## src/rtl/floating_point_operand_loader.sv

```systemverilog
// Reads operand bytes from a 1-cycle-latency ROM and packs them MSB-first into
// operand words, presented to the FP core over a valid/ready handshake.
module floating_point_operand_loader #(
    parameter int unsigned NUM_BYTES  = 10,
    parameter int unsigned ADDR_W     = 4,
    parameter int unsigned WORD_BYTES = 4,
    parameter logic [7:0]  PAD_BYTE   = 8'h00
) (
    input  logic                      clk,
    input  logic                      rst_n,
    input  logic                      start,
    output logic                      busy,
    output logic                      done,
    output logic [ADDR_W-1:0]         rd_addr,
    input  logic [7:0]                rom_dout,
    output logic [8*WORD_BYTES-1:0]   out_data,
    output logic                      out_valid,
    input  logic                      out_ready,
    output logic                      out_last
);

    localparam int unsigned DATA_W = 8 * WORD_BYTES;
    // One extra bit so the counter can reach NUM_BYTES == 2**ADDR_W
    localparam int unsigned CNT_W  = ADDR_W + 1;
    localparam int unsigned LANE_W = $clog2(WORD_BYTES + 1);

    typedef enum logic [2:0] {
        S_IDLE,
        S_FETCH,
        S_DRAIN,
        S_OUT,
        S_FIN
    } state_t;

    state_t              state_q, state_d;
    logic [CNT_W-1:0]    addr_q, addr_d;
    logic [LANE_W-1:0]   fetch_cnt_q, fetch_cnt_d;
    logic                cap_vld_q, cap_vld_d;
    logic [LANE_W-1:0]   cap_lane_q, cap_lane_d;
    logic [DATA_W-1:0]   asm_q, asm_d;
    logic [DATA_W-1:0]   word_c;
    logic [DATA_W-1:0]   out_data_q, out_data_d;
    logic                out_valid_q, out_valid_d;
    logic                out_last_q, out_last_d;
    logic                busy_q, busy_d;
    logic                done_q, done_d;

    assign rd_addr   = addr_q[ADDR_W-1:0];
    assign out_data  = out_data_q;
    assign out_valid = out_valid_q;
    assign out_last  = out_last_q;
    assign busy      = busy_q;
    assign done      = done_q;

    // Next-state, capture pipeline and output computation
    always_comb begin
        state_d     = state_q;
        addr_d      = addr_q;
        fetch_cnt_d = fetch_cnt_q;
        cap_vld_d   = 1'b0;
        cap_lane_d  = cap_lane_q;
        asm_d       = asm_q;
        out_data_d  = out_data_q;
        out_valid_d = out_valid_q;
        out_last_d  = out_last_q;
        busy_d      = busy_q;
        done_d      = 1'b0;

        // Byte addressed last cycle lands in its lane now
        for (int j = 0; j < WORD_BYTES; j++) begin
            if (cap_vld_q && (cap_lane_q == LANE_W'(j))) begin
                asm_d[DATA_W-1-8*j -: 8] = rom_dout;
            end
        end

        // Lanes beyond the bytes fetched for this group take the pad value
        word_c = asm_d;
        for (int j = 0; j < WORD_BYTES; j++) begin
            if (LANE_W'(j) >= fetch_cnt_q) begin
                word_c[DATA_W-1-8*j -: 8] = PAD_BYTE;
            end
        end

        case (state_q)
            S_IDLE: begin
                if (start) begin
                    state_d     = S_FETCH;
                    addr_d      = '0;
                    fetch_cnt_d = '0;
                    busy_d      = 1'b1;
                end
            end
            S_FETCH: begin
                cap_vld_d   = 1'b1;
                cap_lane_d  = fetch_cnt_q;
                addr_d      = addr_q + CNT_W'(1);
                fetch_cnt_d = fetch_cnt_q + LANE_W'(1);
                if ((fetch_cnt_q == LANE_W'(WORD_BYTES - 1)) ||
                    (addr_q == CNT_W'(NUM_BYTES - 1))) begin
                    state_d = S_DRAIN;
                end
            end
            S_DRAIN: begin
                out_data_d  = word_c;
                out_valid_d = 1'b1;
                out_last_d  = (addr_q == CNT_W'(NUM_BYTES));
                state_d     = S_OUT;
            end
            S_OUT: begin
                if (out_ready) begin
                    out_valid_d = 1'b0;
                    out_last_d  = 1'b0;
                    fetch_cnt_d = '0;
                    if (out_last_q) begin
                        state_d = S_FIN;
                        busy_d  = 1'b0;
                        done_d  = 1'b1;
                    end else begin
                        state_d = S_FETCH;
                    end
                end
            end
            S_FIN: begin
                addr_d  = '0;
                state_d = S_IDLE;
            end
            default: begin
                state_d = S_IDLE;
            end
        endcase
    end

    // State and output registers with synchronous reset
    always_ff @(posedge clk) begin
        if (!rst_n) begin
            state_q     <= S_IDLE;
            addr_q      <= '0;
            fetch_cnt_q <= '0;
            cap_vld_q   <= 1'b0;
            cap_lane_q  <= '0;
            asm_q       <= '0;
            out_data_q  <= '0;
            out_valid_q <= 1'b0;
            out_last_q  <= 1'b0;
            busy_q      <= 1'b0;
            done_q      <= 1'b0;
        end else begin
            state_q     <= state_d;
            addr_q      <= addr_d;
            fetch_cnt_q <= fetch_cnt_d;
            cap_vld_q   <= cap_vld_d;
            cap_lane_q  <= cap_lane_d;
            asm_q       <= asm_d;
            out_data_q  <= out_data_d;
            out_valid_q <= out_valid_d;
            out_last_q  <= out_last_d;
            busy_q      <= busy_d;
            done_q      <= done_d;
        end
    end

endmodule
```

## config.mk

```make
export PLATFORM = sky130hd
export DESIGN_NAME = floating_point_operand_loader
export DESIGN_NICKNAME = d
export VERILOG_FILES = /design/src/rtl/floating_point_operand_loader.sv
export SDC_FILE = /design/constraint.sdc
export NUM_CORES = 1
export LEC_CHECK = 0
export ABC_AREA = 1
export BUFFER_PORTS_ARGS = -buffer_cell sky130_fd_sc_hd__buf_2
export CAP_MARGIN = 20
export CORE_ASPECT_RATIO = 0.8
export CORE_MARGIN = 1
export CORE_UTILIZATION = 60
export DETAILED_ROUTE_END_ITERATION = 16
export GPL_TIMING_DRIVEN = 0
export PLACE_DENSITY_LB_ADDON = 0.25
export REMOVE_ABC_BUFFERS = 1
export SETUP_SLACK_MARGIN = 0.05
export SKIP_CTS_REPAIR_TIMING = 1
export SYNTH_ARGS = -nofsm -noshare
export SYNTH_HDL_FRONTEND = slang
export SYNTH_SLANG_ARGS = --single-unit
export TNS_END_PERCENT = 20
```

## constraint.sdc

```tcl
create_clock -name clk -period 4.1 [get_ports clk]
set_input_delay 0.82 -clock clk [delete_from_list [all_inputs] [get_ports clk]]
set_output_delay 0.82 -clock clk [all_outputs]
set_load 0.1 [all_outputs]
```

==> flow_summary.json, run 1 <==
{
  "layout.core_utilization_pct": 72.1,
  "flops_latches_synth": 83,
  "initial_antenna_violation_count": 0,
  "total_power_mw": 1.82,
  "dp_worst_setup_slack_ps": 1590,
  "min_period_ps": 2160,
  "total_routing_usage_reported_by_global_routing_pct": 25.7,
  "required_ps": 4390,
  "crit_path_top_delay_cell": "sky130_fd_sc_hd__nand3_2",
  "setup.worst_path.class": "flip-flop to flip-flop",
  "hold_viol": 0,
  "port-buffer-count": 51,
  "antenna_violating_nets_post_route": 0,
  "antenna-diode-count": 0,
  "via_per_inst": 5.14,
  "vias": 2998,
  "placed_cells_incl_taps": 567,
  "deepest_level_of_the_cts_h_tree": 3,
  "avgRoutedWirePerCell_um": 12.5,
  "drive_above_1_share_pct": 22.8,
  "placed_standard_cell_area_um2": 3850,
  "detailedRoute.firstPassIterationCount": 5,
  "drt_drc_violations_left": 0,
  "yosysSeqAreaShare_pct": 45.9,
  "drt_iter0_markers": 146,
  "cts_max_path_buffers": 2,
  "slew-limit-headroom_pct": 42.3,
  "tightestPinTransition_ps": 865,
  "tritoncts": "yes",
  "chipWidth_um": 88.9,
  "synthDominantCellAreaShare_pct": 45.9,
  "hold-worst-slack_ps": 468,
  "setup-tns-final_ps": 0,
  "clock-skew-final_ps": 5.54,
  "setup_viol": 0,
  "p_per_cell_area_nw_per_um2": 447,
  "outcome": "finished clean",
  "grt_start_max_net_pins": 41,
  "crit_arrival_ps": 2460,
  "grt_util_met3_pct": 6.91,
  "crit_chain": "nand3_2 -> a21oi_2 -> nand3_1 -> nand2_1",
  "syn-cell-area_um2": 3620,
  "hpwlAfterDp_mm": 4.94,
  "critPathCaptureType": "flip-flop",
  "leakage_nw": 1.90,
  "grt_pass1_vias": 2656,
  "crit_path_max_incr_delay_ps": 700,
  "wirelength_mm": 7.32,
  "design.portCount": 52,
  "fin_nets": 518,
  "maximum_operating_frequency_mhz": 462,
  "min-delay-path-class": "flip-flop to flip-flop",
  "dieHeight_um": 71.5,
  "ys_warn_count": 0,
  "final.period_utilization_pct": 52.8,
  "post_layout_nonfiller_instances": 583,
  "clockRootBuffer": "sky130_fd_sc_hd__clkbuf_8",
  "globalRouteMet1Util_pct": 33.7,
  "critical_path.max_fanout": 40,
  "synthCells": 461,
  "final_max_slew_viol_count": 0,
  "setup_slack_ps": 1940,
  "syn_area_per_cell_um2": 7.86,
  "initial_utilization_pct": 64.2,
  "post_synth_main_area_contributors": "sky130_fd_sc_hd__dfxtp_1 46%, sky130_fd_sc_hd__nand3_1 10%, sky130_fd_sc_hd__nand2_1 9.5%",
  "cts_inserted_buffers": 9,
  "rsz0062_at_grt": "no",
  "area.growth.synth_to_final_pct": 12.3,
  "die_area_um2": 6350,
  "core.rowCount": 24,
  "global_route.usage.met2_pct": 41.4,
  "clkTransAtPathRegs_ps": 80,
  "place_congestion": 0.797,
  "number_of_filler_instances_in_the_final_layout": 474,
  "cts.sinks": 83,
  "peakVddDrop_uv": 261,
  "yosysUniqueCellTypes": 28,
  "yosysTopAreaCell": "sky130_fd_sc_hd__dfxtp_1",
  "worstSkewPairLatency_ps": 350,
  "top_usage_layer": "met2",
  "final_non_filler_cell_area_um2": 4070,
  "global_route.overflow_total": 0,
  "core_area_um2": 5650,
  "maxCapViolCount": 0,
  "worst_setup_sp_type": "flip-flop",
  "wire_length_of_the_first_global_routing_pass_mm": 12.3
}
-- logic make-up after synthesis --
logic type	after synthesis	share of synthesized area (%)
simple gates	227	29.2
buf+inv	87	11.2
flops	83	45.9
compound gates	56	11.2
fa+ha+maj	6	2.07
xor+xnor	2	0.484
-- synth_stat cells (all sizes together) --
master / instances
nor2: 45
nand3: 79
buf: 17
inv: 62
nand4: 4
clkbuf: 8
nand2: 95
a21oi: 16
xor2: 2
dfxtp: 83
ha: 6
o21ai: 38
nand3b: 1
o21bai: 1
and2: 3
a211oi: 1
-- critical path, delay by kind of cell, from the launching register on --
kind	cells	cell delay, ps
AO/OA/AOI/OAI	1	680
AND/OR/NAND/NOR	3	960
flip-flops	1	460
-- flip-flops by register name, indices dropped and copies added, names as in the netlist --
signal / count
asm_q: 32
out_data: 32
addr_q: 5
cap_lane_q: 3
fetch_cnt_q: 3
state_q: 3
busy: 1
cap_vld_q: 1
done: 1
out_last: 1
out_valid: 1
-- where the power goes --
part / internal [mW] / switching, mW
logic: 0.0738 / 0.239
clock network: 0.343 / 0.288
registers: 0.839 / 0.0355
-- per-layer routing --
layer / vias up / routed length (um)
li1: 1539 / -
met1: 1372 / 3500
met2: 77 / 3320
met3: 10 / 420
met4: 0 / 78
met5: - / 0
-- worst paths after layout --
kind	startpoint	to	slack [ps]	cells past startpoint
max	state_q[1]	out_data[12]	1940	4
min	out_valid	out_valid	470	2
max reg2reg	state_q[1]	out_data[12]	1940	4
min reg2reg	out_valid	out_valid	470	2
-- cells in the final DEF (no fill, tap or decap) --
cell,Yosys,routed
sky130_fd_sc_hd__buf_2,5,51
sky130_fd_sc_hd__o21bai_1,1,1
sky130_fd_sc_hd__nand3_4,4,4
sky130_fd_sc_hd__dfxtp_1,83,83
sky130_fd_sc_hd__nand4_1,4,4
sky130_fd_sc_hd__ha_1,6,6
sky130_fd_sc_hd__inv_2,5,5
sky130_fd_sc_hd__nand2_1,92,92
sky130_fd_sc_hd__a21oi_2,3,3
sky130_fd_sc_hd__nor2_4,1,1
sky130_fd_sc_hd__xor2_1,2,2
sky130_fd_sc_hd__bufinv_16,0,2
sky130_fd_sc_hd__a211oi_1,1,1
sky130_fd_sc_hd__and2_1,3,3
sky130_fd_sc_hd__nand3_2,1,1
sky130_fd_sc_hd__nand2_2,3,3
sky130_fd_sc_hd__buf_16,0,1
sky130_fd_sc_hd__inv_1,57,57
sky130_fd_sc_hd__a21oi_1,13,13
sky130_fd_sc_hd__clkinvlp_4,0,4
sky130_fd_sc_hd__nor2_8,1,1
sky130_fd_sc_hd__o21ai_0,9,9
sky130_fd_sc_hd__clkbuf_1,8,1
sky130_fd_sc_hd__nor2_1,43,43
sky130_fd_sc_hd__buf_12,0,1
sky130_fd_sc_hd__nand3b_1,1,1
sky130_fd_sc_hd__o21ai_2,29,29
sky130_fd_sc_hd__clkbuf_8,0,9
sky130_fd_sc_hd__nand3_1,74,74
-- final cells by class --
cell class / instances / area [um^2] / area share, %
Inverter: 62 / 233 / 5.72
Tap cell: 78 / 97.6 / 2.40
Sequential cell: 83 / 1660 / 40.8
Clock buffer: 10 / 128 / 3.14
Clock inverter: 6 / 90.1 / 2.21
Multi-Input combinational cell: 291 / 1560 / 38.3
Timing Repair Buffer: 53 / 303 / 7.44
No activity file was read; power rests on OpenSTA's default activity.
==> run 2: changes to the inputs <==
--- a/config.mk
+++ b/config.mk
@@ -5,12 +5,12 @@
 export SDC_FILE = /design/constraint.sdc
 export NUM_CORES = 1
 export LEC_CHECK = 0
-export ABC_AREA = 1
+export ABC_AREA = 0
 export BUFFER_PORTS_ARGS = -buffer_cell sky130_fd_sc_hd__buf_2
 export CAP_MARGIN = 20
 export CORE_ASPECT_RATIO = 0.8
 export CORE_MARGIN = 1
-export CORE_UTILIZATION = 60
+export CORE_UTILIZATION = 50
 export DETAILED_ROUTE_END_ITERATION = 16
 export GPL_TIMING_DRIVEN = 0
 export PLACE_DENSITY_LB_ADDON = 0.25
==> constraint.sdc (replaced) <==
create_clock -name clk -period 1.98 [get_ports clk]
set_input_delay 0.396 -clock clk [delete_from_list [all_inputs] [get_ports clk]]
set_output_delay 0.396 -clock clk [all_outputs]
set_load 0.1 [all_outputs]
==> flow_summary.json, run 2 <==
{
  "setup.worst_path.class": "flip-flop to flip-flop",
  "hold_viol": 0,
  "rsz0062_at_grt": "yes",
  "grt_pass1_vias": 2061,
  "wire_length_of_the_first_global_routing_pass_mm": 10.4,
  "r2r-end": "asm_q[20]",
  "dominantRegCellSynth": "sky130_fd_sc_hd__dfxtp_1",
  "leading_cell_types_by_count_after_synthesis": "83 x sky130_fd_sc_hd__dfxtp_1, 39 x sky130_fd_sc_hd__nor2_1, 36 x sky130_fd_sc_hd__mux2i_1, 32 x sky130_fd_sc_hd__o2bb2ai_1, 10 x sky130_fd_sc_hd__a21oi_1",
  "share_of_async_settable_or_async_resettable_flops_after_synthesis_pct": 0,
  "core_area_um2": 5970,
  "yosysMostFrequentCell": "sky130_fd_sc_hd__dfxtp_1",
  "layout.core_utilization_pct": 60.3,
  "number_of_filler_instances_in_the_final_layout": 526,
  "worstSkewPairLatency_ps": 350,
  "hpwlAfterDp_mm": 4.23,
  "layout.cells.most_common": "sky130_fd_sc_hd__dfxtp_1",
  "antenna_violating_nets_post_route": 0,
  "antenna-diode-count": 0,
  "maximum_operating_frequency_mhz": 527,
  "syn-cell-area_um2": 3130,
  "synthCells": 290,
  "deepest_level_of_the_cts_h_tree": 3,
  "setup_slack_ps": 83.9,
  "detailedRoute.firstPassIterationCount": 4,
  "initial_utilization_pct": 52.4,
  "peakVddDrop_uv": 467,
  "maxCapViolCount": 0,
  "grt_start_max_net_pins": 46,
  "crit-reg2reg-launch": "cap_vld_q",
  "leakage_nw": 1.45,
  "critical_path.max_fanout": 5,
  "flops_latches_synth": 83,
  "required_ps": 2170,
  "yosysTopAreaCell": "sky130_fd_sc_hd__dfxtp_1",
  "timing.reg2reg.worst_path_depth": 4,
  "drive_above_1_share_pct": 24.7,
  "area.growth.synth_to_final_pct": 15.2,
  "clockRootBuffer": "sky130_fd_sc_hd__clkbuf_8",
  "avgRoutedWirePerCell_um": 15.4,
  "total_routing_usage_reported_by_global_routing_pct": 20.8,
  "place_congestion": 0.784,
  "yosysUniqueCellTypes": 44,
  "via_per_inst": 5.49,
  "synthDominantCellAreaShare_pct": 53.1,
  "syn_area_per_cell_um2": 10.8,
  "dieHeight_um": 72.7,
  "tritoncts": "yes",
  "cts_inserted_buffers": 9,
  "most-common-layout-cells": "82 x sky130_fd_sc_hd__dfxtp_1, 51 x sky130_fd_sc_hd__buf_2, 38 x sky130_fd_sc_hd__nor2_1",
  "final_max_slew_viol_count": 0,
  "hold_path_startpoint": "rst_n",
  "core.rowCount": 25,
  "initial_antenna_violation_count": 0,
  "critPathCaptureType": "flip-flop",
  "p_per_cell_area_nw_per_um2": 881,
  "min_period_ps": 1900,
  "vias": 2310,
  "fin_nets": 353,
  "outcome": "finished clean",
  "regToRegSetupSlack_ps": 80,
  "synth-edff-count": 0,
  "worst_setup_sp_type": "flip-flop",
  "port-buffer-count": 51,
  "clkTransAtPathRegs_ps": 80,
  "cts.sinks": 83,
  "drt_iter0_markers": 136,
  "yosysSeqAreaShare_pct": 53.1,
  "min-delay-path-class": "input port to flip-flop",
  "crit_arrival_ps": 2090,
  "chipWidth_um": 90.4,
  "post_synth_main_area_contributors": "sky130_fd_sc_hd__dfxtp_1 53%, sky130_fd_sc_hd__mux2i_1 12%, sky130_fd_sc_hd__o2bb2ai_1 9.0%",
  "setup_viol": 0,
  "clock-skew-final_ps": 9.79,
  "final.period_utilization_pct": 95.8,
  "hold_path_end": "state_q[0]",
  "drt_drc_violations_left": 0,
  "ys_warn_count": 0,
  "tightestPinTransition_ps": 839,
  "cts_max_path_buffers": 2,
  "design.portCount": 52,
  "global_route.overflow_total": 0,
  "slew-limit-headroom_pct": 43.3,
  "min_delay_path_depth": 3,
  "wirelength_mm": 6.50,
  "dp_worst_setup_slack_ps": -260,
  "die_area_um2": 6580
}
-- run 2: cell count changes after synthesis, sizes merged, moves of 4 or more --
cell / before / now
mux2i: 0 / 36
nand2: 95 / 3
inv: 62 / 6
nor3b: 0 / 4
a21oi: 16 / 10
nand3: 79 / 6
o21ai: 38 / 8
nor2: 45 / 39
o31ai: 0 / 5
o2bb2ai: 0 / 32
-- run 2: final cells by class --
cell class / instances / area [um^2] / share of cell area (%)
Tap cell: 81 / 101 / 2.81
Inverter: 6 / 22.5 / 0.625
Sequential cell: 83 / 1660 / 46.1
Clock inverter: 6 / 40.0 / 1.11
Clock buffer: 10 / 128 / 3.54
Multi-Input combinational cell: 180 / 1360 / 37.7
Timing Repair Buffer: 55 / 293 / 8.12
-- run 2: stage by stage --
stage	instance area, um^2	cells	hold slack, ps	total power [mW]	TNS (ps)
after detailed placement	3430	405	441	2.14	-4510
after global placement	3370	401	438	2.12	-49930
final	3600	421	371	3.17	0
after floorplan	3020	269	456	2.04	-7010
after CTS	3600	421	363	3.20	-863
after global routing	3600	421	370	3.30	-40.4
-- run 2: kinds of logic after synthesis --
group | Yosys count | share of synthesized area (%)
adder cells (fa/ha/maj) | 6 | 2.40
flip-flops | 83 | 53.1
AO/OA/AOI/OAI | 65 | 16.0
AND/OR/NAND/NOR | 73 | 12.6
buffers and inverters | 27 | 4.32
multiplexers | 36 | 11.5
-- run 2: how the worst max path moves through the flow --
stage,from,end,depth (start not counted)
4_1_cts,state_q[2],out_data[24],4
6_report,cap_vld_q,asm_q[20],4
3_5_place_dp,rst_n,out_data[24],5
2_1_floorplan,cap_lane_q[0],out_data[24],3
3_3_place_gp,rst_n,out_data[19],4
5_1_grt,cap_lane_q[0],asm_q[20],4
-- run 2: routing by layer --
layer,track usage [%],vias up,part of all wire [%],wire (um)
li1,-,1136,-,-
met1,30.1,1105,52,3360
met2,29.3,60,42,2740
met3,5.94,9,4.8,310
met4,8.24,0,1.3,87
met5,0,-,0,0
-- run 2: power by group --
group | leakage, nW | internal, mW | switching [mW]
Combinational | 0.696 | 0.119 | 0.235
Sequential | 0.671 | 1.71 | 0.0507
Clock | 0.0864 | 0.456 | 0.608
Total | 1.45 | 2.28 | 0.893
-- run 2: worst max-delay path, stage by stage, from the launching register on --
cell,delay (ps)
sky130_fd_sc_hd__dfxtp_1,370
sky130_fd_sc_hd__nor4bb_2,770
sky130_fd_sc_hd__buf_4,280
sky130_fd_sc_hd__mux2i_1,240
sky130_fd_sc_hd__nor2_1,80
==> run 3: changes to the inputs <==
--- a/config.mk
+++ b/config.mk
@@ -10,13 +10,14 @@
 export CAP_MARGIN = 20
 export CORE_ASPECT_RATIO = 0.8
 export CORE_MARGIN = 1
-export CORE_UTILIZATION = 50
+export CORE_UTILIZATION = 59
 export DETAILED_ROUTE_END_ITERATION = 16
 export GPL_TIMING_DRIVEN = 0
 export PLACE_DENSITY_LB_ADDON = 0.25
 export REMOVE_ABC_BUFFERS = 1
 export SETUP_SLACK_MARGIN = 0.05
 export SKIP_CTS_REPAIR_TIMING = 1
+export SLEW_MARGIN = 25
 export SYNTH_ARGS = -nofsm -noshare
 export SYNTH_HDL_FRONTEND = slang
 export SYNTH_SLANG_ARGS = --single-unit
==> constraint.sdc (replaced) <==
create_clock -name clk -period 2.4 [get_ports clk]
set_input_delay 0.48 -clock clk [delete_from_list [all_inputs] [get_ports clk]]
set_output_delay 0.48 -clock clk [all_outputs]
set_load 0.1 [all_outputs]
==> flow_summary.json, run 3 (synthesis results as in run 2) <==
{
  "final.period_utilization_pct": 76.6,
  "cts_max_path_buffers": 2,
  "place_congestion": 0.756,
  "clkTransAtPathRegs_ps": 80,
  "dieHeight_um": 67.1,
  "drt_drc_violations_left": 0,
  "hold_viol": 0,
  "wire_length_of_the_first_global_routing_pass_mm": 10.0,
  "area.growth.synth_to_final_pct": 16.6,
  "setup_slack_ps": 562,
  "peakVddDrop_uv": 633,
  "hpwlAfterDp_mm": 4.19,
  "critPathCaptureType": "flip-flop",
  "leakage_nw": 1.47,
  "total_power_mw": 2.82,
  "critical_path.max_fanout": 13,
  "dp_worst_setup_slack_ps": 483,
  "grt_start_max_net_pins": 46,
  "via_per_inst": 5.61,
  "slew-limit-headroom_pct": 46.3,
  "final_max_slew_viol_count": 0,
  "tritoncts": "yes",
  "core.rowCount": 23,
  "drive_above_1_share_pct": 24.3,
  "antenna_violating_nets_post_route": 0,
  "chipWidth_um": 83.4,
  "p_per_cell_area_nw_per_um2": 773,
  "setup.worst_path.class": "flip-flop to flip-flop",
  "deepest_level_of_the_cts_h_tree": 3,
  "global_route.overflow_total": 0,
  "vias": 2242,
  "placed_standard_cell_area_um2": 3430,
  "antenna-diode-count": 0,
  "core_area_um2": 5060,
  "initial_antenna_violation_count": 0,
  "maximum_operating_frequency_mhz": 544,
  "total_routing_usage_reported_by_global_routing_pct": 23.6,
  "design.portCount": 52,
  "min-delay-path-class": "input port to flip-flop",
  "worstSkewPairLatency_ps": 350,
  "maxCapViolCount": 0,
  "clock-skew-final_ps": 9.50,
  "min_period_ps": 1840,
  "initial_utilization_pct": 61.8,
  "setup_viol": 0,
  "layout.cells.most_common": "sky130_fd_sc_hd__dfxtp_1",
  "most-common-layout-cells": "83 x sky130_fd_sc_hd__dfxtp_1, 51 x sky130_fd_sc_hd__buf_2, 38 x sky130_fd_sc_hd__nor2_1",
  "rsz0062_at_grt": "no",
  "port-buffer-count": 51,
  "worst_setup_sp_type": "flip-flop",
  "crit_arrival_ps": 2080,
  "detailedRoute.firstPassIterationCount": 4,
  "setup-tns-final_ps": 0,
  "layout.core_utilization_pct": 72.0,
  "clockRootBuffer": "sky130_fd_sc_hd__clkbuf_8",
  "drt_iter0_markers": 154,
  "cts.sinks": 83,
  "wirelength_mm": 6.26,
  "required_ps": 2640,
  "cts_inserted_buffers": 9,
  "die_area_um2": 5600,
  "tightestPinTransition_ps": 805,
  "grt_pass1_vias": 2032,
  "final_non_filler_cell_area_um2": 3650,
  "outcome": "finished clean",
  "avgRoutedWirePerCell_um": 15.7,
  "fin_nets": 352
}
==> run 3: critical path: stages (launching register included) <==
cell                       delay [ps]
sky130_fd_sc_hd__dfxtp_1          610
sky130_fd_sc_hd__nor3b_4          540
sky130_fd_sc_hd__o311ai_0         310
sky130_fd_sc_hd__a32o_1           270
==> run 3: final timing paths <==
| path | startpoint | endpoint | slack, ps | depth (start not counted) |
|---|---|---|---|---|
| max reg2reg | state_q[0] | state_q[1] | 560 | 3 |
| max | state_q[0] | state_q[1] | 560 | 3 |
| min | rst_n | state_q[0] | 450 | 3 |
| min reg2reg | out_data[3] | out_data[3] | 460 | 1 |
==> run 3: where the power goes <==
group / internal (mW) / total [mW] / switching [mW]
combinational: 0.106 / 0.298 / 0.191
clock: 0.583 / 1.07 / 0.491
sequential: 1.41 / 1.45 / 0.0430
==> run 3: final cells by class <==
class / instances / area, um^2
well taps: 62 / 77.6
inverters: 6 / 22.5
fillers: 384 / 1420
flip-flops and latches: 83 / 1660
repair buffers: 54 / 298
clock inverters: 6 / 90.1
multi-input cells: 180 / 1380
clock buffers: 9 / 124
==> run 3: per-stage QoR <==
stage	instances	hold slack (ps)
final	400	452
after global routing	400	465
after CTS	400	433
after detailed placement	385	441
after global placement	382	440
after floorplan	269	456
==> run 3: layer usage <==
layer  track usage (%)  part of all wire (%)  wire, um  up-vias
met2              36.3                    44      2790       46
met1              32.3                    50      3140     1059
li1                  -                     -         -     1127
met3              5.33                   3.9       243       10
met4              10.3                   1.4        87        0
met5                 0                     0         0        -
